`config.mk`:
```
export PLATFORM = sky130hd
export DESIGN_NAME = sysbus_master
export DESIGN_NICKNAME = d
export VERILOG_FILES = /design/src/rtl/sysbus_pkg.sv /design/src/rtl/sysbus_master.sv
export SDC_FILE = /design/constraint.sdc
export NUM_CORES = 1
export LEC_CHECK = 0
export BUFFER_PORTS_ARGS = -buffer_cell sky130_fd_sc_hd__buf_2
export CORE_MARGIN = 2
export CORE_UTILIZATION = 50
export CTS_CLUSTER_SIZE = 10
export DETAILED_ROUTE_END_ITERATION = 7
export PLACE_DENSITY = 0.76
export RECOVER_POWER = 50
export SETUP_SLACK_MARGIN = 0.1
export SYNTH_ARGS = -nofsm -noshare
export SYNTH_HDL_FRONTEND = slang
export SYNTH_SLANG_ARGS = --single-unit
```
`constraint.sdc`:
```
create_clock -name clk -period 2.1 [get_ports clk]
set_clock_uncertainty 0.2 [all_clocks]
set_input_delay 0.21 -clock clk [delete_from_list [all_inputs] [get_ports clk]]
set_output_delay 0.21 -clock clk [all_outputs]
set_load 0.01 [all_outputs]
```
`src/rtl/sysbus_pkg.sv`:
```
// Shared definitions for the SPI hard-IP system bus bridge and the upstream subordinate FSM.
package sysbus_pkg;

    localparam int unsigned ADR_W = 8;
    localparam int unsigned DAT_W = 8;
    localparam int unsigned TO_W  = 8;

    typedef enum logic {
        IDLE = 1'b0,
        BUSY = 1'b1
    } state_t;

    localparam logic [ADR_W-1:0] SPITXDR = 8'h59;
    localparam logic [ADR_W-1:0] SPIISR  = 8'h5A;
    localparam logic [ADR_W-1:0] SPIRXDR = 8'h5B;

    localparam int unsigned ISR_RRDY = 3;
    localparam int unsigned ISR_TRDY = 4;

    typedef struct packed {
        logic             rw;
        logic [ADR_W-1:0] adr;
        logic [DAT_W-1:0] dat;
    } sb_req_t;

    localparam sb_req_t REQ_RST = '{rw: 1'b0, adr: SPITXDR, dat: '0};

    // A single-direction request to the in-flight address and direction is a retry, not a new cycle.
    function automatic logic is_hold(input sb_req_t cur, input logic rd, input logic wr,
                                     input logic [ADR_W-1:0] adr);
        return (rd ^ wr) && (wr == cur.rw) && (adr == cur.adr);
    endfunction

endpackage

```
`src/rtl/sysbus_master.sv`:
```
// Converts single-cycle read/write requests into held strobe/ack system bus cycles,
// returning read data with a done pulse and aborting hung cycles after TIMEOUT strobe cycles.
module sysbus_master
    import sysbus_pkg::*;
#(
    parameter int unsigned TIMEOUT  = 64,
    parameter int unsigned ERRCNT_W = 8
) (
    input  logic                clk,
    input  logic                rst,
    input  logic                rd_en,
    input  logic                wr_en,
    input  logic [ADR_W-1:0]    address,
    input  logic [DAT_W-1:0]    wr_data,
    output logic                xfer_rdy,
    output logic                xfer_done,
    output logic [DAT_W-1:0]    rd_data,
    output logic                xfer_err,
    output logic                collision,
    output logic [ERRCNT_W-1:0] err_count,
    output logic                sb_stb,
    output logic                sb_rw,
    output logic [ADR_W-1:0]    sb_adr,
    output logic [DAT_W-1:0]    sb_dat_o,
    input  logic [DAT_W-1:0]    sb_dat_i,
    input  logic                sb_ack
);

    if (TIMEOUT < 2 || TIMEOUT > 255) begin : g_bad_timeout
        $error("sysbus_master: TIMEOUT must be in 2..255");
    end

    state_t              state_q, state_d;
    sb_req_t             req_q, req_d;
    logic [TO_W-1:0]     to_cnt_q, to_cnt_d;
    logic [DAT_W-1:0]    rd_data_q, rd_data_d;
    logic [ERRCNT_W-1:0] err_count_q, err_count_d;
    logic                xfer_done_q, xfer_done_d;
    logic                xfer_err_q, xfer_err_d;
    logic                collision_q, collision_d;
    logic                xfer_rdy_q, xfer_rdy_d;
    logic                sb_stb_q, sb_stb_d;

    always_ff @(posedge clk or posedge rst) begin
        if (rst) begin
            state_q     <= IDLE;
            req_q       <= REQ_RST;
            to_cnt_q    <= '0;
            rd_data_q   <= '0;
            err_count_q <= '0;
            xfer_done_q <= 1'b0;
            xfer_err_q  <= 1'b0;
            collision_q <= 1'b0;
            xfer_rdy_q  <= 1'b1;
            sb_stb_q    <= 1'b0;
        end else begin
            state_q     <= state_d;
            req_q       <= req_d;
            to_cnt_q    <= to_cnt_d;
            rd_data_q   <= rd_data_d;
            err_count_q <= err_count_d;
            xfer_done_q <= xfer_done_d;
            xfer_err_q  <= xfer_err_d;
            collision_q <= collision_d;
            xfer_rdy_q  <= xfer_rdy_d;
            sb_stb_q    <= sb_stb_d;
        end
    end

    always_comb begin
        state_d     = state_q;
        req_d       = req_q;
        to_cnt_d    = to_cnt_q;
        rd_data_d   = rd_data_q;
        err_count_d = err_count_q;
        xfer_done_d = 1'b0;
        xfer_err_d  = 1'b0;
        collision_d = collision_q;

        unique case (state_q)
            IDLE: begin
                if (rd_en || wr_en) begin
                    state_d  = BUSY;
                    req_d    = '{rw: wr_en, adr: address, dat: wr_data};
                    to_cnt_d = '0;
                    if (rd_en && wr_en) begin
                        collision_d = 1'b1;
                    end
                end
            end
            BUSY: begin
                to_cnt_d = to_cnt_q + TO_W'(1);
                if ((rd_en || wr_en) && !is_hold(req_q, rd_en, wr_en, address)) begin
                    collision_d = 1'b1;
                end
                // Ack wins over a timeout landing in the same cycle.
                if (sb_ack) begin
                    state_d     = IDLE;
                    xfer_done_d = 1'b1;
                    if (!req_q.rw) begin
                        rd_data_d = sb_dat_i;
                    end
                end else if (to_cnt_q == TO_W'(TIMEOUT - 1)) begin
                    state_d     = IDLE;
                    xfer_done_d = 1'b1;
                    xfer_err_d  = 1'b1;
                    if (!req_q.rw) begin
                        rd_data_d = '0;
                    end
                    if (err_count_q != {ERRCNT_W{1'b1}}) begin
                        err_count_d = err_count_q + ERRCNT_W'(1);
                    end
                end
            end
            default: state_d = IDLE;
        endcase

        xfer_rdy_d = (state_d == IDLE);
        sb_stb_d   = (state_d == BUSY);
    end

    assign xfer_rdy  = xfer_rdy_q;
    assign xfer_done = xfer_done_q;
    assign xfer_err  = xfer_err_q;
    assign rd_data   = rd_data_q;
    assign collision = collision_q;
    assign err_count = err_count_q;
    assign sb_stb    = sb_stb_q;
    assign sb_rw     = req_q.rw;
    assign sb_adr    = req_q.adr;
    assign sb_dat_o  = req_q.dat;

endmodule

```
# Yosys cells after proc, flatten, opt, wreduce, memory -nomap -nowiden
# Index checks and enable logic that the tools add are counted.
dict set report word_totals {
  regBits 46
  out_inout_bits 38
  inputBits 29
}
dict set report op_classes {
  n_reduce_logical 11
  eq_ne 7
  muxes 19
  bitwise_logic 5
  add_sub_neg 2
}
# cell count
set op_table {}
lappend op_table {{8-bit 2-to-1 mux} 5}
lappend op_table {{8-bit by 1-bit adder with 8-bit output, second input constant} 2}
lappend op_table {{8-bit one-hot mux with 2 select lines} 1}
lappend op_table {{1-bit 2-to-1 mux} 11}
lappend op_table {{8-bit by 6-bit == test with 1-bit output, second input constant} 1}
lappend op_table {{8-bit == test} 1}
lappend op_table {{8-bit != test, second input constant} 1}
lappend op_table {{3-bit AND reduction} 2}
lappend op_table {{1-bit logical AND} 4}
lappend op_table {{2-bit != test, second input constant} 2}
lappend op_table {{1-bit NOT} 4}
lappend op_table {{1-bit one-hot mux with 2 select lines} 2}
lappend op_table {{4-bit AND reduction} 1}
lappend op_table {{2-bit by 1-bit != test with 1-bit output, second input constant} 1}
lappend op_table {{2-bit AND reduction} 1}
lappend op_table {{2-bit nonzero test} 1}
lappend op_table {{1-bit == test} 1}
lappend op_table {{1-bit logical NOT} 1}
lappend op_table {{1-bit logical OR} 1}
lappend op_table {{1-bit XOR} 1}

# Longest topological paths before layout
# Gate-level depths: netlist (run 1).
dict set report logic_depth {
  ltp_word 7
  ltp_mapped 6
}

# Least setup slack after synthesis (run 1)
# No wires, ideal clock.
dict set report synth_path {
  path_type {register -> register}
  from {register to_cnt_q[0]}
  to {register err_count_q[1] (netlist: err_count[1])}
  t_required_ns 1.775
  slack_ns 0.228
  period_less_slack_ns 1.872
  arrival_time_ns 1.547
  path_stages_with_launch 6
  path_cell_list {dfrtp_1 > ha_1 > nand4bb_1 > nor3_4 > nand2_1 > mux2_4}
}
dict set report synth_between {
  elab_chain_len 2
}
# element line
set synth_rtl {}
lappend synth_rtl {{from (decl)} sysbus_master.sv:35} ;# logic [TO_W-1:0] to_cnt_q, to_cnt_d;
lappend synth_rtl {{from (signal assigned)} sysbus_master.sv:59} ;# to_cnt_q <= to_cnt_d;
lappend synth_rtl {{8-bit by 6-bit == test with 1-bit output} sysbus_master.sv:103} ;# end else if (to_cnt_q == TO_W'(TIMEOUT - 1)) begin
lappend synth_rtl {{4-bit AND reduction (no source line)} n/a}
lappend synth_rtl {{to (signal assigned)} sysbus_master.sv:61} ;# err_count_q <= err_count_d;
lappend synth_rtl {{to (decl)} sysbus_master.sv:37} ;# logic [ERRCNT_W-1:0] err_count_q, err_count_d;
# Every way passes these cells.
# A chain may end at the register's enable or synchronous reset.

# Worst setup path in the final report (run 1)
# Same ends and word-level chain as after synthesis.

==> impl_metrics.toml, run 1 <==
[drt]
vias_per_cell = 5.21
wl_per_cell_um = 14.4
drc = 0
drt_wl_total_mm = 4.62
postRouteAntennaNets = 0
first_pass_iters = 4
vias = 1679
drt_iter0_drc = 94

[critical_path]
worstPathMaxFanout = 7
critPathArrivalTime_ns = 1.91
end_kind = "register"
critPathLaunchType = "register"
path_class = "reg -> reg"
ff2ff_setup_slack_ns = 0.17
cp_data_required_time_ns = 2.09

[global_route]
antenna_found_initial = 0
track_usage_pct = 21.1
grt-ovfl-total = 0
grt_max_degree = 21
grt_first_pass_wirelength_mm = 7.19
grt_pass1_vias = 1580

[sta]
hold_violations = 0
slew_violations = 0
holdWs_ns = 0.0142
max_freq_mhz = 519
worst_pin_slew_ns = 0.505
fin_setup_tns_ns = 0
maxSlewHeadroom_pct = 66.2
fin_crit_sh_pct = 91.7
fin_crit_ns = 1.93
setup_viol_count_final = 0
rsz0062_at_grt = "false"

[floorplanning]
die_width_um = 68.0
core_um2 = 3970
initial_core_util_pct = 51.6
die_area_um2 = 4630
die_y_um = 68.0
ios = 67
fp-row-count = 23

[run_status]
status = "finished clean"

[clock_tree]
cts_tree = "built"
cts_buffers = 5
cts.clk_slew.worst_paths_ns = 0.08
htreeDepth = 2
cts.path.max_buffers = 2
cts-root-buf = "clkbuf_8"
clkLatencyLatePin_ns = 0.29
cts_num_sinks = 46

[yosys]
synth_top_family_by_area = "simple AND/OR/NAND/NOR gates"
ys_seq_area_share_pct = 56.4
syn_inst = 164
synthesis.nets = 197
synth_mux_area_share_pct = 13.1
synthSimpleGateAreaFrac_pct = 13.3
syn-mean-instance-area_um2 = 12.5
synth.cell_area_um2 = 2050
synth_compound_area_share_pct = 7.02
ys_warn_count = 0
synth_seq_cells = 46
synthDistinctLibCells = 35
synthAdderAreaFrac_pct = 2.44
synth_xor_area_share_pct = 5.98

[layout]
syn_to_final_growth_pct = 38.1
multi_input_area_um2 = 857
final-seq-area_um2 = 1160
drive_gt1_share_pct = 34.2
fillers = 296
nNetsFinal = 304
num_antenna_cells = 0

[placed_design]
portBuffers = 66
gp_congestion = 0.764
dp_hpwl_mm = 3.10

[hold_path]
min-delay-path-class = "in -> reg"

[run]
maxCapViolCount = 0

[power_and_ir_drop]
p_leak_uw = 0.00136
irDropWorstVdd_mv = 0.428
power.density_nw_per_um2 = 818
## synth_stat cells (all sizes together)
master	instances	area share (%)
nor4	1	0.31
o21ai	8	2.0
and4b	1	0.49
nand4bb	1	0.55
inv	5	0.92
nand2	6	1.1
and3	3	0.92
a22o	8	3.4
buf	3	0.67
and2	1	0.31
dfrtp	41	50
nand2b	1	0.31
nor2b	3	0.92
xor2	4	1.7
a31oi	1	0.31
nand4	8	3.2
ha	4	2.4
a21oi	4	0.98
and4	1	0.43
mux2i	5	2.4
clkbuf	1	0.18
dfstp	5	6.4
nor3	2	1.0
xnor2	10	4.3
nor2	8	1.6
nand3	9	2.2
a211oi	1	0.37
mux2	19	11
## metrics by stage
stage          worst slack [ns]  instance area [um2]  std cells  total power (uW)  util [%]
2_1_floorplan             0.228                 2050        164              1540         -
3_3_place_gp              0.282                 2490        285              1770      62.8
3_5_place_dp              0.228                 2490        285              1790      62.8
4_1_cts                   0.225                 2840        319              2340      71.4
5_1_grt                  0.0605                 2830        322              2460      71.3
6_report                  0.175                 2830        322              2320      71.3
## sequential cells by signal, indices dropped and copies added (netlist names)
register and cells:
xfer_err 1, sb_adr 8, rd_data 8, xfer_done 1, xfer_rdy 1, sb_dat_o 8, err_count 8, collision 1
sb_stb 1, sb_rw 1, to_cnt_q 8
## per-layer routing
layer	GRT usage, %	wire [um]
met5	0	0
met4	8.75	85
met3	6.25	174
met2	34.3	2440
met1	26.4	1920
## worst max-delay path, stage by stage (launching register included)
cell and delay [ns]:
dfrtp_1 0.44, ha_1 0.20, nand4bb_1 0.19, nor3_4 0.33, nand2_1 0.15, mux2_4 0.31
## placed cells by master, fill, tap and decap left out, types with 4 or more instances in the layout
cell type      netlist  layout
buf_2                2      48
dfrtp_1             41      41
dlygate4sd3_1        0      26
clkbuf_1             1      19
mux2_2              17      17
xnor2_1             10      10
buf_4                0      10
nand3_1              9       9
a22o_1               8       8
nand4_1              7       7
nor2_1               7       7
o21ai_0              7       7
nand2_1              6       6
inv_1                5       5
mux2i_1              5       5
clkbuf_8             0       5
dfstp_2              5       5
a21oi_1              4       4
xor2_1               4       4
ha_1                 4       4
## power by group
| part | internal (uW) | switching [uW] | leakage, uW | total, uW |
|---|---|---|---|---|
| clock network | 231 | 280 | 0.0000450 | 511 |
| registers | 1060 | 139 | 0.000569 | 1200 |
| logic | 309 | 295 | 0.000750 | 604 |
## timing repair
| action | in CTS | in global routing |
|---|---|---|
| endpoints found under the hold margin | 51 | 0 |
| setup buffers | 0 | 3 |
| endpoints found under the setup margin | 0 | 1 |
| resized for setup | 0 | 1 |
| hold buffers | 26 | 0 |
## path summary, 6_finish.rpt
path,from,to,depth (start not counted)
max,to_cnt_q[0],err_count[1],5
min,wr_en,sb_rw,2
max reg2reg,to_cnt_q[0],err_count[1],5
min reg2reg,to_cnt_q[7],to_cnt_q[7],1
max in group asynchronous,rst,sb_adr[6],4
min in group asynchronous,rst,err_count[5],3
## layout make-up
class	count	area share (%)
clock inverter	2	0.354
tap	50	2.21
clock buffer	6	2.56
multi-input combinational	109	30.3
sequential	46	40.9
timing repair buffer	104	23.1
inverter	5	0.663
## logic make-up after synthesis
kind of cell    Yosys count
xor+xnor                 14
simple gates             45
compound gates           22
fa+ha+maj                 4
flops                    46
mux                      24
buf+inv                   9
No activity file was read; power rests on OpenSTA's default activity.
==> run 2, diff against run 1 <==
--- a/config.mk
+++ b/config.mk
@@ -6,6 +6,7 @@
 export NUM_CORES = 1
 export LEC_CHECK = 0
 export BUFFER_PORTS_ARGS = -buffer_cell sky130_fd_sc_hd__buf_2
+export CORE_ASPECT_RATIO = 0.5
 export CORE_MARGIN = 2
 export CORE_UTILIZATION = 50
 export CTS_CLUSTER_SIZE = 10
==> run 2 against run 1 <==
- sequential power is essentially flat
- wire length up 3.2%
- power grew 8.0%
- cell count decreased by 0.31%
- critical path depth is the same
- register-to-register slack barely moved
- global-route usage grew 0.56 points
- cell area rose by 1.5%
- clock-buffer cell count rose by 1
- combinational power is essentially flat
- critical path type unchanged
- critical endpoint is now err_count[7]
- highest routed layer unchanged
==> impl_metrics.toml, run 2 (synthesis gave the netlist of run 1 again) <==
[clock_tree]
cts_num_sinks = 46
clkLatencyLatePin_ns = 0.30
cts.clk_slew.worst_paths_ns = 0.08
htreeDepth = 2
cts.path.max_buffers = 2
post_cts_buffers = 0
cts_tree = "built"
cts_buffers = 5
cts-root-buf = "clkbuf_8"

[drt]
wl_per_cell_um = 14.9
drc = 0
vias = 1647
postRouteAntennaNets = 0
first_pass_iters = 4
drt_wl_total_mm = 4.77
drt_iter0_drc = 71
vias_per_cell = 5.13

[floorplanning]
fp-row-count = 16
core_um2 = 3920
die_y_um = 49.3
die_area_um2 = 4660
ios = 67
die_width_um = 94.6
initial_core_util_pct = 52.3

[sta]
rsz0062_at_grt = "false"
fin_crit_ns = 1.92
worst_pin_slew_ns = 1.07
hold_violations = 0
fin_crit_sh_pct = 91.4
slew_violations = 0
holdWs_ns = 0.275
setup_viol_count_final = 0
maxSlewHeadroom_pct = 28.7
max_freq_mhz = 521
fin_setup_tns_ns = 0

[layout]
finish.utilization_pct = 73.3
num_antenna_cells = 0
layout_commonest_cell = "buf_2"
nNetsFinal = 299
fillers = 273
multi_input_area_um2 = 886
final_cell_mix = "buf_2 (47), dfrtp_1 (40), dlygate4sd3_1 (27)"
final_area_um2 = 2880
drive_gt1_share_pct = 33.0
final-seq-area_um2 = 1160
syn_to_final_growth_pct = 40.2

[run]
maxCapViolCount = 0

[critical_path]
cp_data_required_time_ns = 2.08
end_kind = "register"
critPathArrivalTime_ns = 1.90
critPathLaunchType = "register"
path_class = "reg -> reg"
worstPathMaxFanout = 7

[placed_design]
place_area_um2 = 2490
gp_congestion = 0.768
portBuffers = 66
dp_hpwl_mm = 2.90

[power_and_ir_drop]
p_sw_uw = 744
irDropWorstVdd_mv = 0.570
sw_frac_of_total_pct = 29.7
comb_power_share_pct = 24.0
power.density_nw_per_um2 = 870
total_power_uw = 2500
cell_internal_pwr_uw = 1760
p_leak_uw = 0.00135
clockPowerShare_pct = 26.9
seq_power_share_pct = 49.1

[global_route]
grt_max_degree = 47
grt_pass1_vias = 1631
antenna_found_initial = 0
grt-ovfl-total = 0
track_usage_pct = 21.7
grt_first_pass_wirelength_mm = 7.71

[run_status]
status = "finished clean"

[hold_path]
min-delay-path-class = "in -> reg"
## run 2: power groups by stage
stage	clock network (uW)	registers, uW	logic, uW
detailed placement	0	1220	563
finish	673	1230	601
global placement	0	1210	550
CTS	681	1210	606
floorplan	0	1270	265
global route	726	1250	657
## run 2: critical path, stage by stage (launching register included)
cell and delay, ns:
dfrtp_1 0.49, ha_4 0.22, nand4bb_4 0.14, nor3_4 0.28, nand4_1 0.14, mux2_1 0.33
## run 2: timing repair
action                                 4_1_cts  5_1_grt
cloned                                       0        0
gates resized for setup                      1        4
hold buffers                                27        0
endpoints found under the hold margin       67        0
pin swaps                                    0        1
setup endpoints to repair                    1        7
## run 2: final timing paths
kind	cells after the start	slack (ns)	startpoint	to
worst min-delay path	4	0.28	wr_en	collision
max in group asynchronous	4	0.38	rst	to_cnt_q[1]
worst max register to register	5	0.18	to_cnt_q[0]	err_count[7]
min in group asynchronous	4	0.59	rst	sb_dat_o[7]
worst min register to register	1	0.28	to_cnt_q[7]	to_cnt_q[7]
worst max-delay path	5	0.18	to_cnt_q[0]	err_count[7]
## run 2: metal layers
layer  GRT usage (%)  part of all wire, %  vias up
met5               0                    0        -
met4            7.49                  1.4        0
met3            5.72                  3.8        8
met2            35.8                   49       39
met1            28.0                   46      808
li1                -                    -      792
## run 2: through the flow
stage / instances / setup slack (ns)
after floorplan: 164 / 0.228
after global placement: 286 / 0.186
after detailed placement: 286 / 0.107
after CTS: 321 / 0.143
after global routing: 321 / 0.0822
final: 321 / 0.180
## run 2: final cells by class
class	count	share of cell area, %
timing repair buffer	99	21.8
inverter	5	0.653
clock buffer	7	3.00
sequential	46	40.3
tap	54	2.35
clock inverter	1	1.04
multi-input combinational	109	30.8
==> run 3, diff against run 2 <==
--- a/config.mk
+++ b/config.mk
@@ -11,7 +11,8 @@
 export CORE_UTILIZATION = 50
 export CTS_CLUSTER_SIZE = 10
 export DETAILED_ROUTE_END_ITERATION = 7
-export PLACE_DENSITY = 0.76
+export GPL_TIMING_DRIVEN = 1
+export PLACE_DENSITY = 0.79
 export RECOVER_POWER = 50
 export SETUP_SLACK_MARGIN = 0.1
 export SYNTH_ARGS = -nofsm -noshare
==> constraint.sdc (replaced) <==
create_clock -name clk -period 2.1 [get_ports clk]
set_clock_uncertainty 0.2 [all_clocks]
set_input_delay 0.525 -clock clk [delete_from_list [all_inputs] [get_ports clk]]
set_output_delay 0.525 -clock clk [all_outputs]
set_load 0.01 [all_outputs]
==> run 3 against run 2 <==
- clock power is 26% lower
- sequential share of layout area is 4.9 points higher
- hold slack worse by 0.16 ns
- setup slack better by 0.013 ns
- register-to-register slack hardly changed
- maximum frequency is 0.67% higher
- sequential cell count stayed put
- first-iteration DRC count is 52% lower
- die area stayed put
- utilization is 7.9 points lower
- cell area is 11% lower
- cell count is 9.0% lower
- largest cell class unchanged
==> impl_metrics.toml, run 3 (synthesis gave the netlist of run 1 again) <==
[drt]
first_pass_iters = 4
vias_per_cell = 5.24
drc = 0
vias = 1530
wl_per_cell_um = 14.3
drt_iter0_drc = 34
drt_wl_total_mm = 4.17
postRouteAntennaNets = 0

[floorplanning]
fp-row-count = 16
die_width_um = 94.6
initial_core_util_pct = 52.3
die_y_um = 49.3
die_area_um2 = 4660
ios = 67
core_um2 = 3920

[power_and_ir_drop]
clockPowerShare_pct = 21.9
comb_power_share_pct = 24.4
cell_internal_pwr_uw = 1570
seq_power_share_pct = 53.7
irDropWorstVdd_mv = 0.471
p_sw_uw = 707
sw_frac_of_total_pct = 31.0
power.density_nw_per_um2 = 887
p_leak_uw = 0.00124

[critical_path]
r2r-end = "err_count[1]"
rr_worst_depth = 5
end_kind = "register"
ff2ff_setup_slack_ns = 0.19
path_class = "reg -> reg"
critPathLaunchType = "register"
worstPathMaxFanout = 6
rr_startpoint = "to_cnt_q[1]"
critPathArrivalTime_ns = 1.89
cp_data_required_time_ns = 2.08

[global_route]
grt_first_pass_wirelength_mm = 7.07
grt-ovfl-total = 0
grt_max_degree = 29
grt_pass1_vias = 1519
track_usage_pct = 20.0
antenna_found_initial = 0

[clock_tree]
htreeDepth = 2
cts_num_sinks = 46
post_cts_buffers = 0
cts.path.max_buffers = 2
clkLatencyLatePin_ns = 0.30
cts-root-buf = "clkbuf_8"
cts.clk_slew.worst_paths_ns = 0.08
cts_tree = "built"
cts_buffers = 5

[placed_design]
dp_hpwl_mm = 3.06
gp_congestion = 0.767
pre_cts_slack_ns = 0.0953
portBuffers = 66

[sta]
maxSlewHeadroom_pct = 54.8
fin_crit_ns = 1.91
fin_setup_tns_ns = 0
setup_viol_count_final = 0
slew_violations = 0
hold_violations = 0
max_freq_mhz = 524
fin_crit_sh_pct = 90.8
setup_slack_ns = 0.192
worst_pin_slew_ns = 0.677
rsz0062_at_grt = "false"

[layout]
layout_commonest_cell = "buf_2"
drive_gt1_share_pct = 39.1
nNetsFinal = 271
fillers = 337
syn_to_final_growth_pct = 25.1
multi_input_area_um2 = 883
final-seq-area_um2 = 1160
num_antenna_cells = 0
final_cell_mix = "buf_2 (54), dfrtp_1 (40), mux2_2 (17)"

[run_status]
status = "finished clean"

[hold_path]
min-delay-path-class = "in -> async"

[run]
maxCapViolCount = 0
-- run 3: cell count changes in the layout (fill, tap and decap cells not counted), sizes merged --
| cell | change |
|---|---|
| bufinv | -1 |
| clkinv | +2 |
| clkbuf | -9 |
| buf | +6 |
| dlygate4sd3 | -27 |
-- run 3: worst max-delay path by stage --
stage,startpoint,to,slack (ns),depth (start not counted)
after detailed placement,to_cnt_q[0],err_count[1],0.1,5
final,to_cnt_q[1],err_count[1],0.19,5
after global routing,to_cnt_q[1],rd_data[1],0.10,5
after global placement,to_cnt_q[0],err_count[1],0.14,5
after CTS,to_cnt_q[1],err_count[1],0.14,5
after floorplan,rd_en,sb_adr[1],0.12,6
-- run 3: what timing repair did --
| action | in CTS | in global routing |
|---|---|---|
| resized for setup | 3 | 1 |
| setup endpoints to repair | 5 | 15 |
| hold buffers | 0 | 0 |
| pin swaps | 1 | 0 |
-- run 3: per-layer routing --
layer | global-route usage, % | vias up | wire length [um] | part of all wire [%]
met2 | 32.7 | 34 | 2070 | 50
li1 | - | 740 | - | -
met5 | 0 | - | 0 | 0
met4 | 8.21 | 0 | 62 | 1.5
met1 | 24.7 | 749 | 1810 | 43
met3 | 6.34 | 7 | 228 | 5.5
-- run 3: metrics by stage --
stage	area, um2	hold slack (ns)	power, uW	util [%]	instances
floorplan	2060	0.231	1540	-	164
global placement	2500	0.254	1760	63.7	285
detailed placement	2500	0.268	1790	63.7	285
CTS	2600	0.0271	2300	66.2	292
global route	2570	0.190	2420	65.4	292
finish	2570	0.117	2280	65.4	292
-- run 3: cell type report --
type / count / share of cell area [%]
clock buffers: 5 / 2.68
clock inverters: 2 / 0.390
inverters: 5 / 0.731
multi-input cells: 109 / 34.4
flip-flops and latches: 46 / 45.1
well taps: 54 / 2.63
repair buffers: 71 / 14.0
-- run 3: worst max-delay path, cell delays in order (launching register included) --
cell,delay [ns]
dfrtp_1,0.47
ha_4,0.22
nand4bb_4,0.14
nor3_4,0.30
nand2_1,0.16
mux2_4,0.32
-- run 3: power groups by stage --
stage | registers, uW | logic (uW) | clock network, uW
after detailed placement | 1230 | 565 | 0
after global placement | 1220 | 548 | 0
after CTS | 1210 | 573 | 511
after global routing | 1250 | 617 | 554
after floorplan | 1270 | 267 | 0
final | 1220 | 556 | 499
